==> src/rtl/mac_learn_table.sv <==
`default_nettype none
// ============================================================================
// Module      : mac_learn_table
// Description : Forwarding decision stage. It learns the binding between a
//               source MAC and its ingress port, looks up the destination MAC
//               and returns an egress port mask. The table is fully
//               associative, uses round-robin replacement and tick-based aging.
// Revision    : 1.0 - initial release
// ============================================================================
module mac_learn_table #(
  parameter int NUM_PORTS   = 4,
  parameter int TABLE_DEPTH = 8,
  parameter int AGE_MAX     = 3
) (
  input  logic                           switch_clk,
  input  logic                           switch_rst_n,
  input  logic                           req_valid,
  output logic                           req_ready,
  input  logic [47:0]                    req_dst_mac,
  input  logic [47:0]                    req_src_mac,
  input  logic [$clog2(NUM_PORTS)-1:0]   req_port,
  input  logic                           age_tick,
  output logic                           resp_valid,
  input  logic                           resp_ready,
  output logic [NUM_PORTS-1:0]           resp_port_mask,
  output logic                           resp_hit,
  output logic [$clog2(TABLE_DEPTH):0]   num_entries
);

  localparam int         PW      = $clog2(NUM_PORTS);
  localparam int         IW      = $clog2(TABLE_DEPTH);
  localparam int         CW      = IW + 1;
  localparam logic [7:0] AGE_LIM = 8'(AGE_MAX);
  // Bit 40 is the group bit: the LSB of the first byte on the wire.
  localparam int         MC_BIT  = 40;

  typedef enum logic [1:0] {
    S_IDLE   = 2'd0,
    S_LOOKUP = 2'd1,
    S_LEARN  = 2'd2,
    S_RESP   = 2'd3
  } state_e;

  state_e state_q, state_d;

  // Captured request header
  logic [47:0]          dst_q, src_q;
  logic [PW-1:0]        inport_q;

  // LOOKUP-time results, consumed in LEARN
  logic                 dst_hit_q;
  logic [PW-1:0]        dst_port_q;
  logic                 src_hit_q;
  logic [IW-1:0]        src_idx_q;

  // Table storage
  logic [TABLE_DEPTH-1:0] valid_q, valid_d;
  logic [47:0]            mac_q  [TABLE_DEPTH];
  logic [47:0]            mac_d  [TABLE_DEPTH];
  logic [PW-1:0]          port_q [TABLE_DEPTH];
  logic [PW-1:0]          port_d [TABLE_DEPTH];
  logic [7:0]             age_q  [TABLE_DEPTH];
  logic [7:0]             age_d  [TABLE_DEPTH];
  logic [IW-1:0]          rr_q, rr_d;

  // Response registers
  logic [NUM_PORTS-1:0] mask_q, mask_d;
  logic                 hit_q, hit_d;
  logic [CW-1:0]        num_q, num_d;

  // Lookup / allocation wires
  logic                 w_dst_hit;
  logic [PW-1:0]        w_dst_port;
  logic                 w_src_hit;
  logic [IW-1:0]        w_src_idx;
  logic                 w_free_found;
  logic [IW-1:0]        w_free_idx;
  logic                 w_learn_en;
  logic [IW-1:0]        w_learn_idx;
  logic                 w_rr_adv;
  logic [NUM_PORTS-1:0] w_flood;
  logic [NUM_PORTS-1:0] w_onehot;

  // FSM state register
  always_ff @(posedge switch_clk or negedge switch_rst_n) begin
    if (!switch_rst_n) state_q <= S_IDLE;
    else               state_q <= state_d;
  end

  // FSM next state and handshake outputs
  always_comb begin
    state_d    = state_q;
    req_ready  = 1'b0;
    resp_valid = 1'b0;
    case (state_q)
      S_IDLE: begin
        req_ready = 1'b1;
        if (req_valid) state_d = S_LOOKUP;
      end
      S_LOOKUP: state_d = S_LEARN;
      S_LEARN:  state_d = S_RESP;
      S_RESP: begin
        resp_valid = 1'b1;
        if (resp_ready) state_d = S_IDLE;
      end
      default: state_d = S_IDLE;
    endcase
  end

  // Capture the header on acceptance and the lookup results one cycle later
  always_ff @(posedge switch_clk or negedge switch_rst_n) begin
    if (!switch_rst_n) begin
      dst_q      <= '0;
      src_q      <= '0;
      inport_q   <= '0;
      dst_hit_q  <= 1'b0;
      dst_port_q <= '0;
      src_hit_q  <= 1'b0;
      src_idx_q  <= '0;
    end else begin
      if (state_q == S_IDLE && req_valid) begin
        dst_q    <= req_dst_mac;
        src_q    <= req_src_mac;
        inport_q <= req_port;
      end
      if (state_q == S_LOOKUP) begin
        dst_hit_q  <= w_dst_hit;
        dst_port_q <= w_dst_port;
        src_hit_q  <= w_src_hit;
        src_idx_q  <= w_src_idx;
      end
    end
  end

  // Parallel compare against all valid entries; lowest index wins on ties
  always_comb begin
    w_dst_hit    = 1'b0;
    w_dst_port   = '0;
    w_src_hit    = 1'b0;
    w_src_idx    = '0;
    w_free_found = 1'b0;
    w_free_idx   = '0;
    for (int i = TABLE_DEPTH - 1; i >= 0; i--) begin
      if (valid_q[i] && mac_q[i] == dst_q) begin
        w_dst_hit  = 1'b1;
        w_dst_port = port_q[i];
      end
      if (valid_q[i] && mac_q[i] == src_q) begin
        w_src_hit = 1'b1;
        w_src_idx = IW'(i);
      end
      if (!valid_q[i]) begin
        w_free_found = 1'b1;
        w_free_idx   = IW'(i);
      end
    end
  end

  // Learn target: refresh on hit, else first free slot, else round-robin victim.
  // The free slot is evaluated in LEARN so entries aged out meanwhile are reused.
  always_comb begin
    w_learn_en  = (state_q == S_LEARN) && !src_q[MC_BIT];
    w_learn_idx = src_hit_q ? src_idx_q : (w_free_found ? w_free_idx : rr_q);
    w_rr_adv    = w_learn_en && !src_hit_q && !w_free_found;
  end

  // Table next state: a learn write to an entry overrides its aging
  always_comb begin
    valid_d = valid_q;
    mac_d   = mac_q;
    port_d  = port_q;
    age_d   = age_q;
    rr_d    = rr_q;
    for (int e = 0; e < TABLE_DEPTH; e++) begin
      if (w_learn_en && w_learn_idx == IW'(e)) begin
        valid_d[e] = 1'b1;
        mac_d[e]   = src_q;
        port_d[e]  = inport_q;
        age_d[e]   = '0;
      end else if (age_tick && valid_q[e]) begin
        if (age_q[e] + 8'd1 >= AGE_LIM) begin
          valid_d[e] = 1'b0;
          age_d[e]   = '0;
        end else begin
          age_d[e] = age_q[e] + 8'd1;
        end
      end
    end
    if (w_rr_adv) rr_d = rr_q + IW'(1);
  end

  // Table storage registers
  always_ff @(posedge switch_clk or negedge switch_rst_n) begin
    if (!switch_rst_n) begin
      valid_q <= '0;
      rr_q    <= '0;
      for (int e = 0; e < TABLE_DEPTH; e++) begin
        mac_q[e]  <= '0;
        port_q[e] <= '0;
        age_q[e]  <= '0;
      end
    end else begin
      valid_q <= valid_d;
      rr_q    <= rr_d;
      for (int e = 0; e < TABLE_DEPTH; e++) begin
        mac_q[e]  <= mac_d[e];
        port_q[e] <= port_d[e];
        age_q[e]  <= age_d[e];
      end
    end
  end

  // Forwarding decision from the LOOKUP-time results, held through RESP
  always_comb begin
    w_flood  = ~(NUM_PORTS'(1) << inport_q);
    w_onehot = NUM_PORTS'(1) << dst_port_q;
    mask_d   = mask_q;
    hit_d    = hit_q;
    if (state_q == S_LEARN) begin
      if (dst_q[MC_BIT]) begin
        mask_d = w_flood;
        hit_d  = 1'b0;
      end else if (dst_hit_q) begin
        mask_d = (dst_port_q == inport_q) ? '0 : w_onehot;
        hit_d  = 1'b1;
      end else begin
        mask_d = w_flood;
        hit_d  = 1'b0;
      end
    end
  end

  // Popcount of valid bits, registered one cycle behind the table
  always_comb begin
    num_d = '0;
    for (int i = 0; i < TABLE_DEPTH; i++) num_d = num_d + CW'(valid_q[i]);
  end

  // Response and occupancy registers
  always_ff @(posedge switch_clk or negedge switch_rst_n) begin
    if (!switch_rst_n) begin
      mask_q <= '0;
      hit_q  <= 1'b0;
      num_q  <= '0;
    end else begin
      mask_q <= mask_d;
      hit_q  <= hit_d;
      num_q  <= num_d;
    end
  end

  assign resp_port_mask = mask_q;
  assign resp_hit       = hit_q;
  assign num_entries    = num_q;

endmodule
`default_nettype wire

==> config.mk <==
export PLATFORM = sky130hd
export DESIGN_NAME = mac_learn_table
export DESIGN_NICKNAME = d
export VERILOG_FILES = /design/src/rtl/mac_learn_table.sv
export SDC_FILE = /design/constraint.sdc
export NUM_CORES = 2
export LEC_CHECK = 0
export CAP_MARGIN = 30
export CORE_ASPECT_RATIO = 1.5
export CORE_MARGIN = 2
export CORE_UTILIZATION = 27
export DETAILED_ROUTE_END_ITERATION = 8
export GPL_TIMING_DRIVEN = 0
export SYNTH_ARGS = -nofsm -noshare
export SYNTH_HDL_FRONTEND = slang
export SYNTH_SLANG_ARGS = --single-unit
==> constraint.sdc <==
create_clock -name switch_clk -period 4.2 [get_ports switch_clk]
set_clock_uncertainty 0.1 [all_clocks]
set_input_delay 0.84 -clock switch_clk [delete_from_list [all_inputs] [get_ports switch_clk]]
set_output_delay 0.84 -clock switch_clk [all_outputs]
set_load 0.05 [all_outputs]
---- Yosys cells after proc, flatten, opt, wreduce, memory -nomap -nowiden ----
Index checks and enable logic that the tools add are counted.
word-level totals
  output and inout port bits .............. 11
  input bits .............................. 103
  bits in registers ....................... 591
cells by class
  shifts and indexed selects .............. 2
  bitwise operators ....................... 1
  add/sub/neg operators ................... 16
  reduce and logical (&&, ||, !) cells .... 66
  order comparisons ....................... 8
  muxes and demuxes ....................... 108
  eq/ne operators ......................... 29
operators with widths
  cell                 number
  $eq 48x48->1         16
  $mux 8               24
  $add 8x1->8 const B  8
  $ge 8x2->1 const B   8
  $mux 3               18
  $mux 1               52
  $logic_and 1x1->1    36
  $reduce_bool 2->1    16
  $mux 2               10
  $reduce_and 2->1     9
  $add 4x1->4          4
  $eq 3x3->1 const B   4
  $mux 4               3
  $pmux 2 s4           1
  $shl 1x2->4 const A  2
  $eq 3x2->1 const B   2
  $add 3x1->4          1
  $eq 2x2->1 const B   2
  $ne 2x2->1 const B   2
  $not 4->4            1
  $add 2x1->3          1
  $add 3x1->3 const B  1
  $eq 3x1->1 const B   1
  $logic_not 1->1      3
  5 further kinds      5

---- Logic depth before layout (Yosys ltp) ----
  depth in word-level cells ............... 14
  mapped depth ............................ 11
  gate-level depth less buffers ........... 8

---- Worst setup path before layout ----
OpenSTA, ideal clock, no wires.
  path type ............................... reg2reg
  from .................................... reg valid_q[0]
  to ...................................... reg num_q[2], in the netlist num_entries[2]
  slack ................................... 1259 ps
  path buffers ............................ 0
  data arrival time ....................... 2719 ps
  library setup time ...................... 122 ps
  cell stages (with the launch flop) ...... 9
  path through ............................ dfrtp_1 fa_1 inv_1 fa_1 fa_1 inv_1 ha_1 fa_1 xor2_1
between the ends
  cells in the longest elaborated chain, start to end .. 7
ends and longest elaborated chain
  what                      RTL line  source
  from (decl)               57        logic [TABLE_DEPTH-1:0] valid_q, valid_d;
  from (signal assigned)    203       valid_q <= valid_d;
  $add 1x1->2               236       for (int i = 0; i < TABLE_DEPTH; i++) num_d = num_d + CW'(valid_q[i]);
  $add 2x1->3               236
  $add 3x1->4               236
  $add 4x1->4 (4 in a row)  236
  named net num_d[2]        69        logic [CW-1:0] num_q, num_d;
  to (signal assigned)      248       num_q <= num_d;
  to (decl)                 69
The timed path passes the listed nets, and every way through them passes these cells.
A chain may end at the register's enable or synchronous reset.

---- Worst setup path after layout ----
  from .................................... reg src_q[2]
  to ...................................... reg src_hit_q
between the ends
  cells in the longest elaborated chain, start to end .. 10
  elaborated cells between the ends (all ways) .. 24
  those cells by class .................... 8 x eq/ne; 8 x mux; 8 x reduce/logical
ends and longest elaborated chain
  what                    RTL line  source
  from (decl)             47        logic [47:0] dst_q, src_q;
  from (signal assigned)  123       src_q <= req_src_mac;
  $eq 48x48->1            148       if (valid_q[i] && mac_q[i] == src_q) begin
  $logic_and 1x1->1       148
  $mux 1 (7 in a row)     148
  $mux 1 *                148
  to (signal assigned)    129       src_hit_q <= w_src_hit;
  to (decl)               53        logic src_hit_q;
Mark *: on every way between the ends. The rest lies on a longest branch, timed or not.

==> run_results.csv <==
group,metric,value,unit
drt,drtAntennaViolNets,0,
worst_hold_path,hp-class,"input port to asynchronous set/reset pin",
yosys,yosysUniqueCellTypes,69,
yosys,synthCells,2965,
yosys,yosys_warnings,0,
critical_path,required,4680,ps
timing,fin_setup_tns,-12.6,ps
timing,rsz0062_at_grt,"false",
power_and_ir_drop,leakage,0.0176,uW
placed_design,placed_area,36600,um^2
timing,hold_violations,0,
clock_tree,clockBufferDepth,3,
grt,first_global_vias,25700,
clock_tree,clkTransAtPathRegs,70,ps
power_and_ir_drop,vdd_drop_max,420,uV
power_and_ir_drop,intPower,15900,uW
drt,vias_per_cell,5.35,
yosys,syn_nets,3096,
timing,tightest_slew,1040,ps
critical_path,critPathCaptureType,"flop",
grt,grt_usage,0.263,
critical_path,start_kind,"flop",
die,ioPinCount,114,
yosys,yosysMostFrequentCell,"dfrtp_1",
drt,met2WireLength,73500,um
clock_tree,htree_num_levels,2,
critical_path,slowest_delay,810,ps
final_layout,drive_above_1_share,0.200,
die,start_util,0.272,
final_layout,layout.nets,3347,
outcome,status,"finished with violations",
power_and_ir_drop,power_density,820,nW/um^2
final_layout,fin_area,38600,um^2
power_and_ir_drop,p_clk_frac,0.181,
drt,drc,0,
placed_design,gp_congestion,1.04,
clock_tree,postCtsSetupBuffers,0,
power_and_ir_drop,p_sw,15800,uW
flow_run,cap_violations,0,
yosys,ys.flop_type,"dfrtp_1",
die,die_h,427,um
grt,grt_start_max_net_pins,115,
timing,setup_ws,-12.6,ps
yosys,netlist_area,32200,um^2
grt,antenna_found_initial,11,
timing,setup_violations,1,
outcome,violations,"negative setup slack",
clock_tree,cts-root-buf,"clkbuf_16",
yosys,yosys.area.top_type,"dfrtp_1",
drt,via_count,25900,
yosys,yosysSeqAreaShare,0.459,
die,die_area,122000,um^2
critical_path,cp_cell_sequence,"clkbuf_1 -> clkbuf_2 -> xor2_1 -> nor4_1 -> nand4_1 -> nor4_1 -> nand4_1 -> nand2b_1 -> nor2_1 -> a22oi_1",
yosys,netlist_top_cells_area,"dfrtp_1, xor2_1, mux2_2, xnor2_1, nor4_1",
placed_design,io_buffer_count,112,
power_and_ir_drop,p_comb_frac,0.547,
power_and_ir_drop,seqPwrFrac,0.272,
timing,slew_headroom,0.299,
clock_tree,ctsResizeCount,0,
power_and_ir_drop,swShare,0.499,
yosys,async_flop_share,1.00,
yosys,synth_top_cell_area_share,0.459,
timing,fmax,0.237,GHz
timing,whs,62.3,ps
placed_design,place_hpwl,121000,um
timing,layout_min_cycle_time,4210,ps
critical_path,worst-path-max-fanout,10,
yosys,yosys_register_bits,591,
yosys,synth-edff-count,0,
final_layout,fin_cells,4836,
timing,drv_slew,0,
grt,grt_pass1_wl,219000,um
drt,first_pass_iters,7,
yosys,syn_area_per_cell,10.9,um^2
die,die_w,286,um
die,core-area,119000,um^2
drt,wirelength,163000,um
critical_path,critical_path.slowest_cell,"clkbuf_2",
clock_tree,cts_hold_buf,0,
clock_tree,cts_num_sinks,591,
drt,post_drt_wl_per_cell,33.7,um
drt,wl_met3,11900,um
drt,drt_iter0_drc,2601,
timing,finalCritPeriodShare,1.00,
critical_path,crit_type,"flop to flop",
final_layout,area_growth,19.8,%
clock_tree,cts_tree,"built",
clock_tree,numCtsBuffers,58,
placed_design,placedCellCount,4726,
drt,drt-met1-wl,59200,um
yosys,synth_commonest_cells,"dfrtp_1, xor2_1, mux2_2",
critical_path,arrival,4690,ps
die,rows,155,
grt,grt_overflow,0,
clock_tree,clock_latency,680,ps
drt,highest_layer,"met5",
## power by group through the flow
| stage | Sequential (uW) | Clock [uW] | Combinational (uW) |
|---|---|---|---|
| 4_1_cts | 8570 | 5790 | 16600 |
| 3_3_place_gp | 8660 | 0 | 15500 |
| 2_1_floorplan | 8290 | 0 | 8210 |
| 6_report | 8600 | 5730 | 17300 |
| 3_5_place_dp | 8660 | 0 | 16600 |
| 5_1_grt | 8750 | 5980 | 17400 |
## path summary, 6_finish.rpt
path                            depth (start not counted)  slack (ps)                       to                   from
min in group switch_clk                                 2         380    port_q[7]$_DFFE_PN0P_  port_q[7]$_DFFE_PN0P_
worst min register to register                          2         380    port_q[7]$_DFFE_PN0P_  port_q[7]$_DFFE_PN0P_
worst max register to register                         10         -10    src_hit_q$_DFFE_PN0N_   src_q[2]$_DFFE_PN0P_
max in group asynchronous                               3        2280  inport_q[1]$_DFFE_PN0P_           switch_rst_n
worst min-delay path                                    1          60   mac_q[116]$_DFFE_PN0P_           switch_rst_n
worst max-delay path                                   10         -10    src_hit_q$_DFFE_PN0N_   src_q[2]$_DFFE_PN0P_
## stage by stage
| stage | util | total power [uW] | setup WS, ps |
|---|---|---|---|
| 5_1_grt | 0.325 | 32100 | 62.1 |
| 2_1_floorplan | - | 16500 | 1260 |
| 3_5_place_dp | 0.308 | 25200 | 212 |
| 3_3_place_gp | 0.298 | 24100 | -26060 |
| 4_1_cts | 0.325 | 31000 | 209 |
| 6_report | 0.325 | 31700 | -12.6 |
## cells in the final DEF, fill, tap and decap left out, types with 7 or more instances in the layout
master             n
a21oi_1           36
a31oi_1           13
and2_1            22
and3_1            36
buf_1             13
buf_16            10
buf_2             80
buf_4              8
buf_6             11
buf_8             59
bufinv_16          7
clkbuf_1         102
clkbuf_16         58
clkbuf_2          10
clkbuf_8          12
clkdlybuf4s50_1  111
clkinv_2          13
dfrtp_1          591
ha_1              24
inv_1            103
mux2_2           358
mux2i_1           12
nand2_1          230
nand2b_1          14
nand3_1           37
nand4_1           82
nor2_1            26
nor2b_1           15
nor3_1            33
nor4_1           136
o21ai_0          113
o221ai_1           7
o22ai_1           31
o2bb2ai_1          9
or3_1             12
xnor2_1          237
xor2_1           476
## cell families after synthesis
kind of cell | count (synthesis) | synth area share
compound gates | 270 | 0.0526
xor+xnor | 713 | 0.194
fa+ha+maj | 28 | 0.0118
buf+inv | 314 | 0.0417
flops | 591 | 0.459
mux | 376 | 0.131
simple gates | 673 | 0.110
## routing by layer
layer | vias up | track usage
met3 | 609 | 0.0516
met1 | 13200 | 0.297
met4 | 6 | 0.248
li1 | 10700 | -
met2 | 1390 | 0.416
met5 | - | 0
## final cells by class
class / count / area [um^2]
tap: 1570 / 1960
fill: 12200 / 80100
sequential: 591 / 14800
inverter: 106 / 398
timing repair buffer: 191 / 2360
antenna: 6 / 15.0
clock inverter: 28 / 348
multi-input combinational: 2060 / 16100
buffer: 208 / 962
clock buffer: 76 / 1640
## sequential cells by signal (all words and copies together), names as in the netlist
register and flops:
age_q 64, dst_hit_q 1, dst_port_q 2, dst_q 48
inport_q 2, mac_q 384, num_entries 4, port_q 16
resp_hit 1, resp_port_mask 4, rr_q 3, src_hit_q 1
src_idx_q 3, src_q 48, state_q 2, valid_q 8
## critical path: cells and delay by family, from the launching register on
kind | cells | cell delay, ps
flip-flops | 1 | 330
AND/OR/NAND/NOR | 6 | 1830
XOR/XNOR | 1 | 150
AO/OA/AOI/OAI | 1 | 150
buffers and inverters | 2 | 1530
No activity file was read; power rests on OpenSTA's default activity.
==> patch 1, RTL diff (same flow settings) <==
`TABLE_DEPTH`: 8 -> 4.
--- a/src/rtl/mac_learn_table.sv
+++ b/src/rtl/mac_learn_table.sv
@@ -9,7 +9,7 @@
 // ============================================================================
 module mac_learn_table #(
   parameter int NUM_PORTS   = 4,
-  parameter int TABLE_DEPTH = 8,
+  parameter int TABLE_DEPTH = 4,
   parameter int AGE_MAX     = 3
 ) (
   input  logic                           switch_clk,
Interface: changed (resized num_entries); port bits go from 114 to 113. No check against the original RTL was run, so the function may have changed too.
==> patch 1 against the unedited design <==
Power down 38%. Sequential cell count down 239. Worst setup slack better by 0.90 ns. Largest cell class unchanged. Final cell count down 41%. Wire length down 54%. Largest power group unchanged. Design area down 42%. Synthesized area down 43%. Sequential share of layout area up 1.1 points.
==> patch 1: results (changes against the unedited design) <==
- Static leakage: 9.731 nW (-45%)
- Cell count of the worst reg-to-reg path: 7 (-3)
- Crit path time final: 3.309 ns (-0.9039 ns)
- Multi-input gate share of total cell area: 39.66% (-2.1 points)
- Count of plain and timing-repair buffers: 256 (-36%)
- Sequential power: 0.00632 W (-27%)
- Storage cell area: 8808 um2 (-40%)
- Slack of the worst reg-to-reg path: 0.89 ns (+0.90 ns)
- Vias in the first global route: 14580 (-43%)
- Combinational cell power: 0.00942 W (-46%)
- Peak supply drop: 286.7 uV (-32%)
- Post-DP HPWL: 59.32 mm (-51%)
- R2R Path Start: src_q[17]$_DFFE_PN0P_
- Slowest cell on the critical path: sky130_fd_sc_hd__a221oi_1
- Number of signal-net inverters in the final layout: 74 (-30%)
- Area share of buffers outside the clock network: 8.420% (-0.20 points)
- Cells taking the most area after synthesis: sky130_fd_sc_hd__dfrtp_1, sky130_fd_sc_hd__mux2_2, sky130_fd_sc_hd__xnor2_1
- Clock insertion delay at the later pin of the skew report: 0.57 ns (-0.11 ns)
- Result of the run: completed
- Critical path peak fanout: 8 (-2)
- First-pass GRT wire length: 106.7 mm (-51%)
- Signed area change from the synthesized netlist to the final layout: 20.66%
- 1st-iter DRT viols: 816 (-69%)
- Synth Register Bits: 352 (-40%)
- Cell Int Power: 0.01083 W (-32%)
- Post-route worst hold slack: 0.1940 ns (+0.1317 ns)
- Delay of the slowest cell on the worst path: 0.73 ns (-0.08 ns)
- Last weighted congestion value of the routability-driven placer: 0.9631 (-7.4%)
- Antenna diodes: 1 (-5)
- Fill count: 6979 (-43%)
- Overall track demand over capacity in global routing: 21.25% (-5.0 points)
- Clock buf count: 54 (-29%)
- Instance count of the mapped netlist: 1762 (-41%)
- Registers with the most flip-flops: mac_q (192), dst_q (48), src_q (48)
- Portion of the post-synthesis area used by sequential elements: 47.58% (+1.7 points)
- #MultiIn Comb: 1203 (-42%)
- FF-to-FF End: src_idx_q[1]$_DFFE_PN0N_
- Via count: 13690 (-47%)
- Slew of the pin with the lowest slew margin: 1.009 ns (-0.03285 ns)
- Place WS: 0.2114 ns (-0.0003260 ns)
- Cell Area, Placed: 20940 um2 (-43%)
- Vias per inst: 4.805 (-10%)
- Layout Nets: 2044 (-39%)
## patch 1: cell types whose count changed in the layout (fill, tap and decap cells not counted), sizes merged, moves of 25 or more
cell,delta
dfrtp,-239
nand2,+25
xnor2,-61
inv,-31
clkbuf,-31
mux2,-182
nand4,-26
buf,-132
nor4,-89
xor2,-321
o21ai,-45
## patch 1: cells by family (layout without fill, tap and decap cells)
family          Yosys count  in the layout  share of synthesized area (%)
flops                   352            352                          47.58
other cells               0              1                              0
simple gates            504            504                          13.36
xor+xnor                331            331                          15.66
mux                     184            184                          11.87
buf+inv                 207            400                          4.562
fa+ha+maj                15             15                          1.054
compound gates          169            169                          5.914
## patch 1: per-layer routing
metal  GRT usage, %  vias to the layer above  share of wire, %
li1               -                     6256                 -
met1          24.01                     6914                38
met2          38.11                      357                51
met3          2.294                      158               3.5
met4          12.79                        0               7.0
met5              0                        -                 0
==> patch 2, RTL diff (same settings) <==
Made on the original files. Encoding of `state_e`: now one-hot (4 bits for 4 states).
--- a/src/rtl/mac_learn_table.sv
+++ b/src/rtl/mac_learn_table.sv
@@ -34,11 +34,11 @@
   // Bit 40 is the group bit: the LSB of the first byte on the wire.
   localparam int         MC_BIT  = 40;
 
-  typedef enum logic [1:0] {
-    S_IDLE   = 2'd0,
-    S_LOOKUP = 2'd1,
-    S_LEARN  = 2'd2,
-    S_RESP   = 2'd3
+  typedef enum logic [3:0] {
+    S_IDLE   = 4'b0001,
+    S_LOOKUP = 4'b0010,
+    S_LEARN  = 4'b0100,
+    S_RESP   = 4'b1000
   } state_e;
 
   state_e state_q, state_d;
Check against the original RTL: no difference found for any inputs over 4 cycles, from zero or initial values and one cycle with switch_rst_n low; so few cycles prove little.
==> patch 2 against the unedited design <==
Sequential cell count up 2. Worst setup slack improved by 0.020 ns. Wire length up 4.6%. Final cell count grew 1.8%. Clock power shrank 0.7%. Synthesized area grew 2.6%. Power decreased by 7.2%. Design area increased by 2.3%.
==> patch 2: results (changes against the unedited design) <==
- Cell Int Power: 0.01452 W (-8.6%)
- Slack of the worst reg-to-reg path: 0.008 ns (+0.02 ns)
- Initial antenna violation count: 10 (-1)
- Detail Route met3 WL: 11.85 mm (-0.15%)
- WL per Instance: 34.60 um (+2.8%)
- Result of the run: completed
- Cells taking the most area after synthesis: sky130_fd_sc_hd__dfrtp_1, sky130_fd_sc_hd__mux2_2, sky130_fd_sc_hd__xnor2_1
- Vias in the first global route: 26640 (+3.5%)
- CTS Buf Count: 59 (+1.7%)
- 1st-iter DRT viols: 2510 (-3.5%)
- Net count after synthesis: 3159 (+2.0%)
- Overall track demand over capacity in global routing: 26.98% (+0.69 points)
- Met3 demand-to-capacity share in global routing: 5.421% (+0.26 points)
- GRT overflow: 0 (unchanged)
- Layout Nets: 3404 (+1.7%)
- Cell count of the worst reg-to-reg path: 8 (-2)
- FF-to-FF End: dst_port_q[0]$_DFFE_PN0N_
- Static leakage: 17.36 nW (-1.6%)
- R2R Path Start: dst_q[7]$_DFFE_PN0P_
- Last weighted congestion value of the routability-driven placer: 1.024 (-1.5%)
- First-pass GRT wire length: 227.5 mm (+3.7%)
- Xor and xnor fraction of the mapped netlist area: 19.54% (+0.16 points)
- Vias per inst: 5.351 (about the same)
- Relative max-transition margin: 26.67% (-3.2 points)
- Delay of the slowest cell on the worst path: 0.65 ns (-0.16 ns)
- Slowest cell on the critical path: sky130_fd_sc_hd__buf_2
- Peak supply drop: 383.7 uV (-8.5%)
- Portion of the post-synthesis area used by sequential elements: 44.87% (-1.0 points)
- Post-DP HPWL: 128.9 mm (+6.8%)
- Met2 GRT Util: 42.58% (+1.0 points)
- Cell Area, Placed: 37470 um2 (+2.4%)
- Complex-gate fraction of the synthesized area: 4.570% (-0.70 points)
- Metal1 wirelength: 60.30 mm (+1.9%)
- Drt first pass iters: 5 (-2)
- Length of routed met2 wiring: 77.95 mm (+6.0%)
- Share of cells above drive strength 1: 20.35% (+0.32 points)
- Largest net degree at the start of global routing: 114 (-0.87%)
- Global routing usage on met1: 29.61% (-0.065 points)
- Share of cell area taken by muxes after synthesis: 13.89% (+0.80 points)
- Arithmetic-cell share of the synthesized area counting full adders, half adders and majority gates: 0.9987% (-0.18 points)
-- patch 2: cell types whose count changed after synthesis, moves of 10 or more --
cell                      delta
sky130_fd_sc_hd__nand2_1    -83
sky130_fd_sc_hd__and4_1     +11
sky130_fd_sc_hd__inv_1      -37
sky130_fd_sc_hd__and2_1     -10
sky130_fd_sc_hd__mux2_2     +35
sky130_fd_sc_hd__nand4_1    +81
sky130_fd_sc_hd__o22ai_1    -12
sky130_fd_sc_hd__xor2_1    -149
sky130_fd_sc_hd__nor2_1     +23
sky130_fd_sc_hd__and3_1     +20
sky130_fd_sc_hd__xnor2_1   +174
sky130_fd_sc_hd__o21ai_0    +14
-- patch 2: per-stage QoR --
step,hold WS (ns),power [W],instances,setup WS (ns)
finish,0.007980,0.02939,4923,0.007669
global route,0.05358,0.02971,4917,0.06983
CTS,0.01764,0.02890,4916,0.08992
detailed placement,0.3734,0.02319,4806,0.1001
global placement,0.3574,0.02215,4734,-25.76
floorplan,0.3418,0.01450,3032,0.3773
-- patch 2: power by group through the flow --
| stage | logic (W) | clock network, W | registers [W] |
|---|---|---|---|
| after floorplan | 0.00724 | 0 | 0.00725 |
| after global placement | 0.0147 | 0 | 0.00746 |
| after detailed placement | 0.0158 | 0 | 0.00744 |
| after CTS | 0.0158 | 0.00575 | 0.00733 |
| after global routing | 0.0163 | 0.00594 | 0.00744 |
| final | 0.0164 | 0.00569 | 0.00735 |
-- patch 2: kinds of logic after synthesis --
kind of cell | after synthesis
buffers and inverters | 278
DFF | 593
and+or+nand+nor | 741
adders and majority gates | 24
AOI/OAI and AO/OA | 249
xor gates and xnor gates | 738
muxes | 409
-- patch 2: how the worst max path moves through the flow --
stage	from	end	slack, ns	cells past startpoint
floorplan	state_q[0]$_DFFE_PN1P_	dst_q[16]$_DFFE_PN0P_	0.38	5
global placement	switch_rst_n	src_q[40]$_DFFE_PN0P_	-25.76	1
detailed placement	valid_q[6]$_DFFE_PN0P_	mac_q[275]$_DFFE_PN0P_	0.10	10
CTS	valid_q[6]$_DFFE_PN0P_	mac_q[275]$_DFFE_PN0P_	0.09	10
global route	valid_q[6]$_DFFE_PN0P_	mac_q[373]$_DFFE_PN0P_	0.07	10
finish	dst_q[7]$_DFFE_PN0P_	dst_port_q[0]$_DFFE_PN0N_	0.008	8
-- patch 2: layout make-up --
| type | instances | area, um2 |
|---|---|---|
| Fill cell | 12440 | 82320 |
| Multi-Input combinational cell | 2161 | 17090 |
| Sequential cell | 593 | 14840 |
| Timing Repair Buffer | 184 | 2377 |
| Tap cell | 1590 | 1989 |
| Clock buffer | 79 | 1642 |
| Buffer | 209 | 919.6 |
| Clock inverter | 31 | 330.3 |
| Inverter | 69 | 259.0 |
| Antenna cell | 7 | 17.52 |
